File: src/rtl/alu_decode.sv
`default_nettype none
// +----------------------------------------------------------------------+
// | alu_decode                                                           |
// | RV32I OP/OP-IMM/LUI/AUIPC decode into a registered ALU-entry stage.  |
// | Rev 1.0                                                              |
// +----------------------------------------------------------------------+
module alu_decode #(
   parameter int XLEN  = 32,
   parameter int CNT_W = 8
) (
   input  logic             clk,
   input  logic             rst,
   input  logic             in_valid,
   output logic             in_ready,
   input  logic [31:0]      in_instr,
   input  logic [31:0]      in_pc,
   input  logic [31:0]      rs1_data,
   input  logic [31:0]      rs2_data,
   input  logic             flush,
   output logic             out_valid,
   input  logic             out_ready,
   output logic [XLEN-1:0]  alu_a,
   output logic [XLEN-1:0]  alu_b,
   output logic [3:0]       alu_op,
   output logic [4:0]       out_rd,
   output logic             out_wen,
   output logic             out_illegal,
   output logic [CNT_W-1:0] illegal_count
);

   localparam logic [6:0] c_opc_op    = 7'b0110011;
   localparam logic [6:0] c_opc_opimm = 7'b0010011;
   localparam logic [6:0] c_opc_lui   = 7'b0110111;
   localparam logic [6:0] c_opc_auipc = 7'b0010111;

   localparam logic [3:0] c_alu_nop  = 4'b0000;
   localparam logic [3:0] c_alu_add  = 4'b0001;
   localparam logic [3:0] c_alu_sub  = 4'b0010;
   localparam logic [3:0] c_alu_xor  = 4'b0011;
   localparam logic [3:0] c_alu_or   = 4'b0100;
   localparam logic [3:0] c_alu_and  = 4'b0101;
   localparam logic [3:0] c_alu_sll  = 4'b0110;
   localparam logic [3:0] c_alu_srl  = 4'b0111;
   localparam logic [3:0] c_alu_sra  = 4'b1001;
   localparam logic [3:0] c_alu_slt  = 4'b1010;
   localparam logic [3:0] c_alu_sltu = 4'b1011;

   localparam logic [6:0]       c_f7_zero = 7'b0000000;
   localparam logic [6:0]       c_f7_alt  = 7'b0100000;
   localparam logic [CNT_W-1:0] c_cnt_max = '1;

   logic [6:0]      w_opc;
   logic [2:0]      w_f3;
   logic [6:0]      w_f7;
   logic [4:0]      w_rd;
   logic [XLEN-1:0] w_imm_i;
   logic [XLEN-1:0] w_imm_u;
   logic [XLEN-1:0] w_shamt_r;
   logic [XLEN-1:0] w_shamt_i;
   logic [3:0]      w_op;
   logic [XLEN-1:0] w_a;
   logic [XLEN-1:0] w_b;
   logic            w_ill;
   logic            w_accept;
   logic            w_unused;

   logic             r_valid;
   logic [XLEN-1:0]  r_a;
   logic [XLEN-1:0]  r_b;
   logic [3:0]       r_op;
   logic [4:0]       r_rd;
   logic             r_wen;
   logic             r_ill;
   logic [CNT_W-1:0] r_cnt;

   assign w_opc     = in_instr[6:0];
   assign w_f3      = in_instr[14:12];
   assign w_f7      = in_instr[31:25];
   assign w_rd      = in_instr[11:7];
   assign w_imm_i   = {{(XLEN-12){in_instr[31]}}, in_instr[31:20]};
   assign w_imm_u   = {in_instr[31:12], 12'b0};
   assign w_shamt_r = {{(XLEN-5){1'b0}}, rs2_data[4:0]};
   assign w_shamt_i = {{(XLEN-5){1'b0}}, in_instr[24:20]};
   // rs1 field is resolved by the register file, not here
   assign w_unused  = &{1'b0, in_instr[19:15]};

   always_comb begin
      w_op  = c_alu_nop;
      w_a   = '0;
      w_b   = '0;
      w_ill = 1'b0;
      case (w_opc)
         c_opc_op: begin
            w_a = rs1_data;
            w_b = rs2_data;
            case (w_f3)
               3'b000:  w_op = w_f7[5] ? c_alu_sub : c_alu_add;
               3'b001:  w_op = c_alu_sll;
               3'b010:  w_op = c_alu_slt;
               3'b011:  w_op = c_alu_sltu;
               3'b100:  w_op = c_alu_xor;
               3'b101:  w_op = w_f7[5] ? c_alu_sra : c_alu_srl;
               3'b110:  w_op = c_alu_or;
               default: w_op = c_alu_and;
            endcase
            if (w_f3 == 3'b001 || w_f3 == 3'b101) begin
               w_b = w_shamt_r;
            end
            w_ill = !(w_f7 == c_f7_zero ||
                      (w_f7 == c_f7_alt && (w_f3 == 3'b000 || w_f3 == 3'b101)));
         end
         c_opc_opimm: begin
            w_a = rs1_data;
            w_b = w_imm_i;
            case (w_f3)
               3'b000:  w_op = c_alu_add;
               3'b010:  w_op = c_alu_slt;
               3'b011:  w_op = c_alu_sltu;
               3'b100:  w_op = c_alu_xor;
               3'b110:  w_op = c_alu_or;
               3'b111:  w_op = c_alu_and;
               3'b001: begin
                  w_op  = c_alu_sll;
                  w_b   = w_shamt_i;
                  w_ill = (w_f7 != c_f7_zero);
               end
               default: begin
                  w_op  = w_f7[5] ? c_alu_sra : c_alu_srl;
                  w_b   = w_shamt_i;
                  w_ill = !(w_f7 == c_f7_zero || w_f7 == c_f7_alt);
               end
            endcase
         end
         c_opc_lui: begin
            w_op = c_alu_add;
            w_b  = w_imm_u;
         end
         c_opc_auipc: begin
            w_op = c_alu_add;
            w_a  = in_pc;
            w_b  = w_imm_u;
         end
         default: w_ill = 1'b1;
      endcase
      if (w_ill) begin
         w_op = c_alu_nop;
         w_a  = '0;
         w_b  = '0;
      end
   end

   assign in_ready = !flush && (!r_valid || out_ready);
   assign w_accept = in_valid && in_ready;

   // Flush only clears valid; the data registers keep their last contents
   always_ff @(posedge clk or posedge rst) begin
      if (rst) begin
         r_valid <= 1'b0;
         r_a     <= '0;
         r_b     <= '0;
         r_op    <= c_alu_nop;
         r_rd    <= '0;
         r_wen   <= 1'b0;
         r_ill   <= 1'b0;
         r_cnt   <= '0;
      end else if (flush) begin
         r_valid <= 1'b0;
      end else if (w_accept) begin
         r_valid <= 1'b1;
         r_a     <= w_a;
         r_b     <= w_b;
         r_op    <= w_op;
         r_rd    <= w_rd;
         r_wen   <= !w_ill && (w_rd != 5'd0);
         r_ill   <= w_ill;
         if (w_ill && r_cnt != c_cnt_max) begin
            r_cnt <= r_cnt + 1'b1;
         end
      end else if (out_ready) begin
         r_valid <= 1'b0;
      end
   end

   assign out_valid     = r_valid;
   assign alu_a         = r_a;
   assign alu_b         = r_b;
   assign alu_op        = r_op;
   assign out_rd        = r_rd;
   assign out_wen       = r_wen;
   assign out_illegal   = r_ill;
   assign illegal_count = r_cnt;

endmodule
`default_nettype wire

File: config.mk
export PLATFORM = sky130hd
export DESIGN_NAME = alu_decode
export DESIGN_NICKNAME = d
export VERILOG_FILES = /design/src/rtl/alu_decode.sv
export SDC_FILE = /design/constraint.sdc
export NUM_CORES = 1
export LEC_CHECK = 0
export ABC_AREA = 0
export BUFFER_PORTS_ARGS = -buffer_cell sky130_fd_sc_hd__buf_2
export CORE_MARGIN = 2
export CORE_UTILIZATION = 45
export DETAILED_ROUTE_END_ITERATION = 12
export PLACE_DENSITY_LB_ADDON = 0.2
export SLEW_MARGIN = 40
export SYNTH_ARGS = -nofsm -noshare
export SYNTH_HDL_FRONTEND = slang
export SYNTH_SLANG_ARGS = --single-unit
File: constraint.sdc
create_clock -name clk -period 3.8 [get_ports clk]
set_input_delay 0.76 -clock clk [delete_from_list [all_inputs] [get_ports clk]]
set_output_delay 0.76 -clock clk [all_outputs]
set_load 0.05 [all_outputs]
## Word-level counts from Yosys, hierarchy flattened

Cells that the tools add are included.

| storage, ports and cells | value |
|---|---|
| flip-flop bits (word level) | 84 |
| bits of input ports | 133 |
| output and inout bits | 85 |

| cells by class | value |
|---|---|
| $add $sub $neg | 1 |
| eq/ne operators | 13 |
| muxes and demuxes | 17 |
| bitwise operators | 1 |
| reductions and logical operators | 25 |

Operators with widths:

| operator | number |
|---|---|
| 2-to-1 mux 32 bit | 4 |
| one-hot mux 32 bit (3 select lines) | 1 |
| one-hot mux 32 bit (2 select lines) | 1 |
| one-hot mux 4 bit (7 select lines) | 2 |
| equality test 7 x 6 -> 1 bit (second input constant) | 3 |
| equality test 7 x 5 -> 1 bit (second input constant) | 2 |
| equality test 3 bit (second input constant) | 4 |
| one-hot mux 4 bit (3 select lines) | 1 |
| adder 8 x 1 -> 8 bit (second input constant) | 1 |
| 2-to-1 mux 4 bit | 2 |
| inequality test 8 bit (second input constant) | 1 |
| zero test 7 bit | 1 |
| nonzero test 7 bit | 1 |
| equality test 3 x 2 -> 1 bit (second input constant) | 2 |
| OR reduction 6 bit | 1 |
| logical AND 1 bit | 5 |
| zero test 1 bit | 5 |
| logical OR 1 bit | 5 |
| nonzero test 5 bit | 1 |
| OR reduction 2 bit | 2 |
| equality test 3 x 1 -> 1 bit (second input constant) | 1 |
| zero test 3 bit | 1 |
| 2-to-1 mux 1 bit | 3 |
| one-hot mux 1 bit (3 select lines) | 1 |
| other kinds (6) | 6 |

## Depth between registers and ports, before layout

Gate-level depths: netlist of run 1.

| logic depth | value |
|---|---|
| depth in word-level cells | 8 |
| gate-level depth with buffers | 8 |
| gate-level depth less buffers | 5 |

## Worst setup path after synthesis of run 1

No wires, ideal clock.

| timing path | value |
|---|---|
| path kind | input to register |
| from | input port out_ready |
| to | register r_b[11] (netlist: alu_b[11]) |
| setup time | 0.096 ns |
| data arrival time | 2.371 ns |
| slack | 1.333 ns |
| stages | 6 |
| cells stage by stage | nor2b_1 > nor2_1 > nand2_1 > clkbuf_1 > clkbuf_1 > o31ai_1 |

| between the ends | value |
|---|---|
| cells in the longest elaborated chain, start to end | 4 |

Ends and longest elaborated chain:

| element | RTL line | RTL |
|---|---|---|
| start: declaration | 21 | `input logic out_ready,` |
| logical OR 1 bit | 152 | `assign in_ready = !flush && (!r_valid \|\| out_ready);` |
| logical AND 1 bit | 152 |  |
| net in_ready | 14 | `output logic in_ready,` |
| logical AND 1 bit | 153 | `assign w_accept = in_valid && in_ready;` |
| AND reduction 2 bit (no line) | - |  |
| end signal: assignment | 171 | `r_b <= w_b;` |
| end: declaration | 69 | `logic [XLEN-1:0] r_b;` |

The timed path passes the listed nets, and every way through them passes these cells.
A chain may end at the register's enable or synchronous reset.

## Final worst setup path of run 1

| timing path | value |
|---|---|
| from | input port in_instr[5] |
| to | register r_a[31] (netlist: alu_a[31]) |

| between the ends | value |
|---|---|
| cells in the longest elaborated chain, start to end | 4 |

Ends and longest elaborated chain:

| element | RTL line | RTL |
|---|---|---|
| start: declaration | 15 | `input logic [31:0] in_instr,` |
| equality test 7 x 5 -> 1 bit / equality test 7 x 6 -> 1 bit (equally long branches) | 92 | `case (w_opc)` |
| OR reduction 2 bit (no line) | - |  |
| one-hot mux 1 bit (3 select lines) / one-hot mux 32 bit (2 select lines) (equally long branches) | 92 |  |
| 2-to-1 mux 32 bit * | 145 | `if (w_ill) begin` |
| end signal: assignment | 170 | `r_a <= w_a;` |
| end: declaration | 68 | `logic [XLEN-1:0] r_a;` |

Mark *: on every way between the ends. The rest lies on a longest branch, timed or not.

==> reports/metrics.cfg, run 1 <==
[run]
maxCapViolCount=0

[yosys]
ys_types=39
synthSimpleGateAreaFrac=0.1400
postSynthAreaPerCell_um2=9.561
syn_inst=432
yosysSeqAreaShare=0.5089
yosys_warnings=0
synth_compound_area_frac=0.2560
synthAdderAreaFrac=0.003029
synth_mux_area_frac=0.03484
synth_top_family_by_area=compound AO/OA/AOI/OAI gates
synthesis.area_mm2=0.004130
ys_ff_latch=84
synthesis.nets=566
synth_xor_area_frac=0.01484

[worst_setup_path]
r2r_start=out_valid
critPathKind=input port to register
path_max_fanout=23
end_kind=register
ff2ff_path_depth=6
rr_endpoint=alu_b[9]
path_cells=buf_2, inv_1, a21oi_1, a211o_1, or2_1, buf_12, o21ai_0
arrival_ns=2.75
rrSetupSlack_ns=1.75
crit_family=compound AO/OA/AOI/OAI gates
crit_slowest_cell=a211o_1
start_kind=input port
crit_buf_inv=3
cp_slowest_stage_delay_ns=0.50
crit_required_ns=4.04

[layout]
stdcell_count=744
multi_input_area_mm2=0.001873
seq_area_mm2=0.002102
antenna_cells=0
finalNetCount=765
fill_cells=774
synthToLayoutAreaGrowth_pct=34.02
drive_above_1_share=0.4025

[cts]
cts_max_level=3
cts_resized=0
clk_pin_slew_worst_paths_ns=0.09
cts-root-buf=clkbuf_8
post_cts_buffers=0
cts.sinks=84
numCtsBuffers=9
hold_buffers=0
cts_buffer_depth=2
clk_latency_ns=0.34
cts_tree=done

[routing]
drt_first_pass_iters=4
ant_nets=0
routedWlPerCell_um=16.64
routed_wl_um=12380
drc_errors=0
drt_iter0_drc=147
vias=4073
via_per_inst=5.474

[die]
initial_core_util=0.4690
row_count=34
die-area_mm2=0.009961
core_area_mm2=0.008806
io_pins=218
die_width_um=99.81
die_y_um=99.81

[sta]
final_hold_viol_count=0
finalClockSkew_ns=0.008767
worst_pin_slew_ns=0.7853
max_freq_mhz=398.2
min_period_ns=2.511
rsz0062_at_grt=false
tns_ns=0
slew_viol_final=0
setup_viol=0
relSlewSlack=0.4765
fin_crit_sh=0.6609

[min_path]
hold_class=input port to async pin

[power_and_ir_drop]
power_leakage_nw=2.809
peakVddDrop_mv=0.3607
power.density_mw_per_mm2=386.1

[place]
io_buffers=217
globalplace.congestion=0.8410
dp_hpwl_um=9349
dp.cells=728

[grt]
grt_pass1_vias=3885
antenna_found_initial=0
grt_max_degree=68
grtUsageTotal=0.2436
grt-ovfl-total=0
grt_pass1_wl_um=19300

[status]
status=finished clean

-- through the flow --
| stage | worst slack [ns] | hold slack (ns) | util | power, mW | area [µm²] |
|---|---|---|---|---|---|
| floorplan | 0.8749 | 0.7445 | - | 1.260 | 4130 |
| global placement | 1.008 | 0.4553 | 0.6013 | 1.411 | 5295 |
| detailed placement | 0.9296 | 0.4617 | 0.6013 | 1.423 | 5295 |
| CTS | 1.326 | 0.3266 | 0.6280 | 2.153 | 5530 |
| global route | 1.121 | 0.3451 | 0.6286 | 2.228 | 5535 |
| finish | 1.289 | 0.3334 | 0.6286 | 2.137 | 5535 |
-- where the power goes --
group          switching, mW  internal, mW
registers             0.0428         0.931
clock network          0.325         0.407
logic                  0.292         0.140
total                  0.660          1.48
-- per-layer routing --
metal  global-route usage  vias to the layer above  routed length [µm]
met1               0.3166                     1916                5148
li1                     -                     1957                   -
met2               0.3992                      175                5937
met3              0.05919                       25                1006
met5                    0                        -                   0
met4              0.08851                        0                 285
-- worst max-delay path by stage --
stage	slack [ns]	depth (start not counted)	endpoint	startpoint
2_1_floorplan	0.87	1	alu_a[0]	rst
3_3_place_gp	1.01	7	alu_b[31]	in_instr[5]
3_5_place_dp	0.93	7	alu_a[31]	in_instr[5]
4_1_cts	1.33	7	alu_a[31]	in_instr[5]
5_1_grt	1.12	7	alu_a[31]	in_instr[5]
6_report	1.29	7	alu_a[31]	in_instr[5]
-- cells by family (layout without fill, tap and decap cells) --
kind of cell | Yosys count | count (layout)
adders and majority gates | 1 | 1
and+or+nand+nor | 131 | 131
buffers and inverters | 43 | 247
AOI/OAI and AO/OA | 152 | 152
DFF | 84 | 84
xor gates and xnor gates | 7 | 7
muxes | 14 | 14
-- final cells by class --
class,instances,share of cell area
sequential,84,0.3797
clock buffer,11,0.02735
multi-input combinational,305,0.3384
tap,108,0.02441
clock inverter,5,0.01514
inverter,4,0.002939
timing repair buffer,227,0.2120
-- cell usage in the layout (no fill, tap or decap), types with 3 or more instances in the layout --
cell type	n
mux2i_1	11
buf_4	9
nand3_1	3
dfrtp_1	84
clkbuf_8	11
nand4_1	5
a21oi_1	27
nand2b_1	3
o31ai_2	6
and3_1	6
o21ai_1	31
a2bb2oi_1	19
nor2b_1	4
buf_2	217
nor2_1	9
a22oi_1	32
xnor2_1	5
nand2_1	88
o31ai_1	29
inv_1	3
-- cells in the mapped netlist --
master | instances | share of area
mux2_1 | 2 | 0.0055
xnor2_1 | 5 | 0.011
o41ai_2 | 1 | 0.0039
or3_1 | 2 | 0.0030
a2bb2oi_1 | 19 | 0.040
nand2_1 | 89 | 0.081
mux2i_1 | 11 | 0.027
o31ai_2 | 6 | 0.018
nor4_1 | 1 | 0.0015
nand4_1 | 5 | 0.0076
or4_1 | 1 | 0.0018
and4_1 | 1 | 0.0021
and4bb_1 | 1 | 0.0030
nand3b_1 | 1 | 0.0018
o211a_1 | 1 | 0.0024
o31ai_1 | 29 | 0.053
a22oi_1 | 32 | 0.058
nor3b_1 | 1 | 0.0018
o21a_1 | 1 | 0.0018
nor3_1 | 1 | 0.0012
a21oi_1 | 27 | 0.033
clkbuf_1 | 28 | 0.025
dfrtp_1 | 84 | 0.51
mux2_2 | 1 | 0.0027
ha_1 | 1 | 0.0030
o311ai_1 | 1 | 0.0021
xor2_1 | 2 | 0.0042
or2_1 | 1 | 0.0015
o21ai_1 | 31 | 0.038
a31oi_1 | 1 | 0.0015
nor2_1 | 10 | 0.0091
inv_1 | 4 | 0.0036
nor2b_1 | 4 | 0.0061
and3_1 | 6 | 0.0091
o21ai_0 | 2 | 0.0024
buf_2 | 11 | 0.013
nand3_1 | 4 | 0.0048
a211o_1 | 1 | 0.0021
nand2b_1 | 3 | 0.0045
-- sequential cells by signal (all words and copies together), names as in the netlist --
name and count:
alu_a 32, alu_b 32, alu_op 4, illegal_count 8, out_illegal 1, out_rd 5, out_valid 1, out_wen 1
No activity file was read; power rests on OpenSTA's default activity.
==> inputs of run 2 (changes only) <==
--- a/config.mk
+++ b/config.mk
@@ -8,7 +8,7 @@
 export ABC_AREA = 0
 export BUFFER_PORTS_ARGS = -buffer_cell sky130_fd_sc_hd__buf_2
 export CORE_MARGIN = 2
-export CORE_UTILIZATION = 45
+export CORE_UTILIZATION = 41
 export DETAILED_ROUTE_END_ITERATION = 12
 export PLACE_DENSITY_LB_ADDON = 0.2
 export SLEW_MARGIN = 40
==> constraint.sdc (replaced) <==
create_clock -name clk -period 2.3 [get_ports clk]
set_input_delay 0.46 -clock clk [delete_from_list [all_inputs] [get_ports clk]]
set_output_delay 0.46 -clock clk [all_outputs]
set_load 0.05 [all_outputs]
==> run 2 against run 1 <==
Power up 64%. Combinational power increased by 69%. Clock skew decreased by 0.0021 ns. Final area rose by 2.9%. Clock power is 58% higher. Non-clock buffer count grew 16.
==> reports/metrics.cfg, run 2 (same netlist as run 1, synthesis figures left out) <==
[status]
status=finished clean  ; unchanged

[place]
globalplace.congestion=0.8304  ; was 0.8410
io_buffers=217  ; unchanged
dp_hpwl_um=9603  ; was 9349 µm

[cts]
cts_buffer_depth=2  ; unchanged
post_cts_buffers=0  ; unchanged
cts_max_level=3  ; unchanged
cts_tree=done  ; unchanged
numCtsBuffers=9  ; unchanged
clk_pin_slew_worst_paths_ns=0.08  ; was 0.09 ns
clk_latency_ns=0.35  ; was 0.34 ns
cts.sinks=84  ; unchanged
hold_buffers=0  ; unchanged
cts-root-buf=clkbuf_8  ; unchanged
cts_resized=0  ; unchanged

[worst_setup_path]
crit_buf_inv=4  ; was 3
path_max_fanout=21  ; was 23
cpMostUsedCell=buf_4
crit_slowest_cell=nor4_1  ; was a211o_1
crit_required_ns=2.56  ; was 4.04 ns
start_kind=input port  ; unchanged
end_kind=register  ; unchanged
path_cells=buf_2, nor4_1, buf_4, o311ai_1, a211o_1, buf_4, or2_1, buf_4, o21ai_0  ; was buf_2, inv_1, a21oi_1, a211o_1, or2_1, buf_12, o21ai_0
cp_slowest_stage_delay_ns=0.35  ; was 0.50 ns
critPathKind=input port to register  ; unchanged
crit_family=buffers and inverters  ; was compound AO/OA/AOI/OAI gates
arrival_ns=2.33  ; was 2.75 ns

[sta]
max_freq_mhz=483.8
min_period_ns=2.067
rsz0062_at_grt=false  ; unchanged
finalClockSkew_ns=0.006621  ; was 0.008767 ns
fin_crit_sh=0.8987
tns_ns=0  ; unchanged
timing.hold.ws_ns=0.01975  ; was 0.3334 ns
slew_viol_final=0  ; unchanged
final_hold_viol_count=0  ; unchanged
worst_pin_slew_ns=0.4256  ; was 0.7853 ns
relSlewSlack=0.7163  ; was 0.4765
setup_viol=0  ; unchanged

[power_and_ir_drop]
peakVddDrop_mv=0.6524  ; was 0.3607 mV
seq_power_share=0.460  ; was 0.455
switchingPower_mw=1.072  ; was 0.6596 mW
clock_power_share=0.332  ; was 0.343
power_leakage_nw=2.879  ; was 2.809 nW
p_comb_frac=0.208  ; was 0.202
internal-power_mw=2.425  ; was 1.478 mW
swShare=0.3065  ; was 0.3086
power.density_mw_per_mm2=614.1  ; was 386.1 mW/mm²

[grt]
grt_pass1_wl_um=20420  ; was 19,300 µm
grt_pass1_vias=4178  ; was 3,885
antenna_found_initial=0  ; unchanged
grt_max_degree=79  ; was 68
grt-ovfl-total=0  ; unchanged
grtUsageTotal=0.2336  ; was 0.2436

[run]
maxCapViolCount=0  ; unchanged

[routing]
routed_wl_um=12790  ; was 12,380 µm
via_per_inst=5.303  ; was 5.474
drt_first_pass_iters=4  ; unchanged
routedWlPerCell_um=16.29  ; was 16.64 µm
drt_iter0_drc=275  ; was 147
ant_nets=0  ; unchanged
drc_errors=0  ; unchanged
vias=4163  ; was 4,073

[layout]
synthToLayoutAreaGrowth_pct=37.87  ; was 34.02%
mostFrequentLayoutCells=217 x buf_2, 88 x nand2_1, 84 x dfrtp_1  ; unchanged
drive_above_1_share=0.4141  ; was 0.4025
antenna_cells=0  ; unchanged
fin_util=0.5826  ; was 0.6286
finalNetCount=781  ; was 765
final_common_cell=buf_2  ; unchanged

[die]
die_y_um=104.4  ; was 99.81 µm
row_count=36  ; was 34
io_pins=218  ; unchanged
core_area_mm2=0.009774  ; was 0.008806 mm²
initial_core_util=0.4226  ; was 0.4690
die-area_mm2=0.01089  ; was 0.009961 mm²
die_width_um=104.4  ; was 99.81 µm

[min_path]
hold_class=input port to async pin  ; unchanged

-- run 2: power groups by stage --
stage | Sequential [mW] | Clock (mW) | Combinational [mW]
2_1_floorplan | 1.84 | 0 | 0.239
3_3_place_gp | 1.63 | 0 | 0.715
3_5_place_dp | 1.63 | 0 | 0.730
4_1_cts | 1.61 | 1.19 | 0.731
5_1_grt | 1.62 | 1.25 | 0.785
6_report | 1.61 | 1.16 | 0.727
-- run 2: metal layers --
layer | wire length (µm) | up-vias | track usage
met5 | 0 | - | 0
met4 | 253 | 0 | 0.08880
met3 | 968 | 18 | 0.05201
met2 | 6219 | 193 | 0.3880
met1 | 5347 | 1966 | 0.2971
li1 | - | 1986 | -
-- run 2: path summary, 6_finish.rpt --
path / from / end / slack, ns / depth (start not counted)
min reg2reg: alu_b[18] / alu_b[18] / 0.48 / 2
max: in_instr[25] / alu_a[31] / 0.23 / 9
min in group clk: flush / out_valid / 0.30 / 2
min: rst / alu_a[2] / 0.02 / 2
max reg2reg: illegal_count[0] / illegal_count[1] / 0.69 / 4
max in group asynchronous: rst / alu_b[22] / 1.63 / 3
-- run 2: final cells by class --
type	instances	area, µm²
tap	133	166.4
clock inverter	4	72.57
fill	909	4080
multi-input combinational	305	1871
clock buffer	12	145.1
inverter	4	18.77
timing repair buffer	243	1319
sequential	84	2102
-- run 2: metrics by stage --
stage / power (mW) / std cells / cell area [µm²] / worst slack [ns]
after floorplan: 2.082 / 432 / 4136 / 0.1315
after global placement: 2.349 / 769 / 5477 / -0.09753
after detailed placement: 2.365 / 769 / 5477 / -0.09167
after CTS: 3.526 / 785 / 5694 / 0.2649
after global routing: 3.650 / 785 / 5694 / 0.05128
final: 3.497 / 785 / 5694 / 0.2329
==> inputs of run 3 (changes only) <==
--- a/config.mk
+++ b/config.mk
@@ -7,9 +7,11 @@
 export LEC_CHECK = 0
 export ABC_AREA = 0
 export BUFFER_PORTS_ARGS = -buffer_cell sky130_fd_sc_hd__buf_2
+export CORE_ASPECT_RATIO = 2
 export CORE_MARGIN = 2
 export CORE_UTILIZATION = 41
 export DETAILED_ROUTE_END_ITERATION = 12
+export GPL_TIMING_DRIVEN = 0
 export PLACE_DENSITY_LB_ADDON = 0.2
 export SLEW_MARGIN = 40
 export SYNTH_ARGS = -nofsm -noshare
==> run 3 against run 2 <==
Global-route usage increased by 1.1 points. Clock power grew 28%. Critical path depth is 3 lower. Sequential power about the same. Via count is 0.74% higher. Setup slack improved by 0.030 ns. Die area increased by 0.45%. Largest cell class unchanged.
==> reports/metrics.cfg, run 3 (same netlist as run 1, synthesis figures left out) <==
[worst_setup_path]
end_kind=register  ; unchanged
rr_endpoint=alu_b[12]  ; was illegal_count[1]
arrival_ns=2.22  ; was 2.33 ns
critPathKind=register to register  ; was input port to register
rrSetupSlack_ns=0.26  ; was 0.69 ns
ff2ff_path_depth=6  ; was 4
start_kind=register  ; was input port
crit_required_ns=2.49  ; was 2.56 ns
r2r_start=out_valid  ; was illegal_count[0]
path_max_fanout=10  ; was 21

[layout]
seq_area_mm2=0.002102  ; unchanged
final_common_cell=buf_2  ; unchanged
fill_cells=893  ; was 909
fin_util=0.5896  ; was 0.5826
final_area_mm2=0.005757  ; was 0.005694 mm²
multi_input_area_mm2=0.001856  ; was 0.001871 mm²
antenna_cells=0  ; unchanged
finalNetCount=793  ; was 781
mostFrequentLayoutCells=224 x buf_2, 89 x nand2_1, 84 x dfrtp_1  ; was 217 x buf_2, 88 x nand2_1, 84 x dfrtp_1
synthToLayoutAreaGrowth_pct=39.38  ; was 37.87%
drive_above_1_share=0.3825  ; was 0.4141

[cts]
post_cts_buffers=0  ; unchanged
cts_max_level=3  ; unchanged
clk_pin_slew_worst_paths_ns=0.06  ; was 0.08 ns
cts-root-buf=clkbuf_16  ; was clkbuf_8
cts_buffer_depth=2  ; unchanged
numCtsBuffers=9  ; unchanged
cts_tree=done  ; unchanged
cts.sinks=84  ; unchanged
clk_latency_ns=0.33  ; was 0.35 ns

[sta]
fin_crit_sh=0.8857  ; was 0.8987
relSlewSlack=0.4607  ; was 0.7163
fin_ws_ns=0.2628  ; was 0.2329 ns
rsz0062_at_grt=false  ; unchanged
max_freq_mhz=490.9  ; was 483.8 MHz
final_hold_viol_count=0  ; unchanged
worst_pin_slew_ns=0.8090  ; was 0.4256 ns
slew_viol_final=0  ; unchanged
min_period_ns=2.037  ; was 2.067 ns
finalClockSkew_ns=0.006251  ; was 0.006621 ns
setup_viol=0  ; unchanged

[grt]
antenna_found_initial=0  ; unchanged
grtUsageTotal=0.2444  ; was 0.2336
grt_max_degree=27  ; was 79
grt_pass1_wl_um=20570  ; was 20,420 µm
grt_pass1_vias=4059  ; was 4,178
grt-ovfl-total=0  ; unchanged

[status]
status=finished clean  ; unchanged

[die]
initial_core_util=0.4230  ; was 0.4226
die-area_mm2=0.01094  ; was 0.01089 mm²
io_pins=218  ; unchanged
die_width_um=74.97  ; was 104.4 µm
row_count=51  ; was 36
die_y_um=145.9  ; was 104.4 µm
core_area_mm2=0.009763  ; was 0.009774 mm²

[place]
io_buffers=213  ; was 217
dp_hpwl_um=10690  ; was 9603 µm
globalplace.congestion=0.8888  ; was 0.8304
place_area_mm2=0.005443  ; was 0.005477 mm²
preCtsSetupSlack_ns=-0.09364  ; was -0.09167 ns

[min_path]
hold_class=input port to async pin  ; unchanged

[routing]
routedWlPerCell_um=16.69  ; was 16.29 µm
ant_nets=0  ; unchanged
drt_iter0_drc=275  ; unchanged
drc_errors=0  ; unchanged
vias=4194  ; was 4,163
routed_wl_um=13290  ; was 12,790 µm
drt_first_pass_iters=4  ; unchanged
via_per_inst=5.269  ; was 5.303

[power_and_ir_drop]
peakVddDrop_mv=0.5521  ; was 0.6524 mV
power_leakage_nw=2.869  ; was 2.879 nW
p_total_mw=3.829  ; was 3.497 mW
power.density_mw_per_mm2=665.1  ; was 614.1 mW/mm²

[run]
maxCapViolCount=0  ; unchanged

## run 3: cell count changes in the layout (fill, tap and decap cells not counted), sizes merged
cell / previous run / this run
clkbuf: 12 / 39
buf: 243 / 227
clkinv: 1 / 3
bufinv: 2 / 1
## run 3: how the worst max path moves through the flow
stage | start | to | slack, ns | cells past startpoint
6_report | out_valid | alu_b[12] | 0.26 | 6
5_1_grt | out_valid | alu_b[13] | 0.002 | 6
2_1_floorplan | out_valid | alu_b[11] | 0.13 | 6
3_3_place_gp | in_instr[6] | alu_a[24] | -0.09 | 7
4_1_cts | out_valid | alu_b[0] | 0.20 | 6
3_5_place_dp | in_instr[6] | alu_a[11] | -0.09 | 7
## run 3: routing by layer
metal  wire length, µm  global-route usage  part of all wire
met3               821             0.05263             0.062
met2              7321              0.4382              0.55
met1              4821              0.2727              0.36
met4               320             0.08393             0.024
met5                 0                   0                 0
## run 3: timing repair
| action | 4_1_cts | 5_1_grt |
|---|---|---|
| endpoints found under the setup margin | 0 | 1 |
| hold buffers | 0 | 0 |
| resized for setup | 0 | 2 |
## run 3: worst max-delay path, stage by stage, from the launching register on
cell and delay, ns:
dfrtp_1 0.35, nor2b_1 0.25, nor2_2 0.07, nand2_1 0.13, clkbuf_1 0.42, clkbuf_1 0.52
o31ai_1 0.16
## run 3: area by class of cell
cell class              instances  share of cell area
multi-input cells             305              0.3223
well taps                     132             0.02869
repair buffers                216              0.1982
plain buffers                  39             0.02804
inverters                       4            0.003260
flip-flops and latches         84              0.3651
clock inverters                 5             0.01043
clock buffers                  11             0.04390
## run 3: through the flow
| step | cells | setup TNS (ns) | hold slack, ns |
|---|---|---|---|
| 3_5_place_dp | 780 | -1.740 | 0.4605 |
| 4_1_cts | 796 | 0 | 0.1936 |
| 2_1_floorplan | 432 | 0 | 0.5264 |
| 3_3_place_gp | 777 | -0.9212 | 0.4571 |
| 5_1_grt | 796 | 0 | 0.2120 |
| 6_report | 796 | 0 | 0.1881 |
## run 3: report_power, final
group          internal [mW]  switching [mW]  total [mW]
Sequential              1.54          0.0721        1.61
Combinational          0.244           0.486       0.730
Clock                  0.902           0.584        1.49
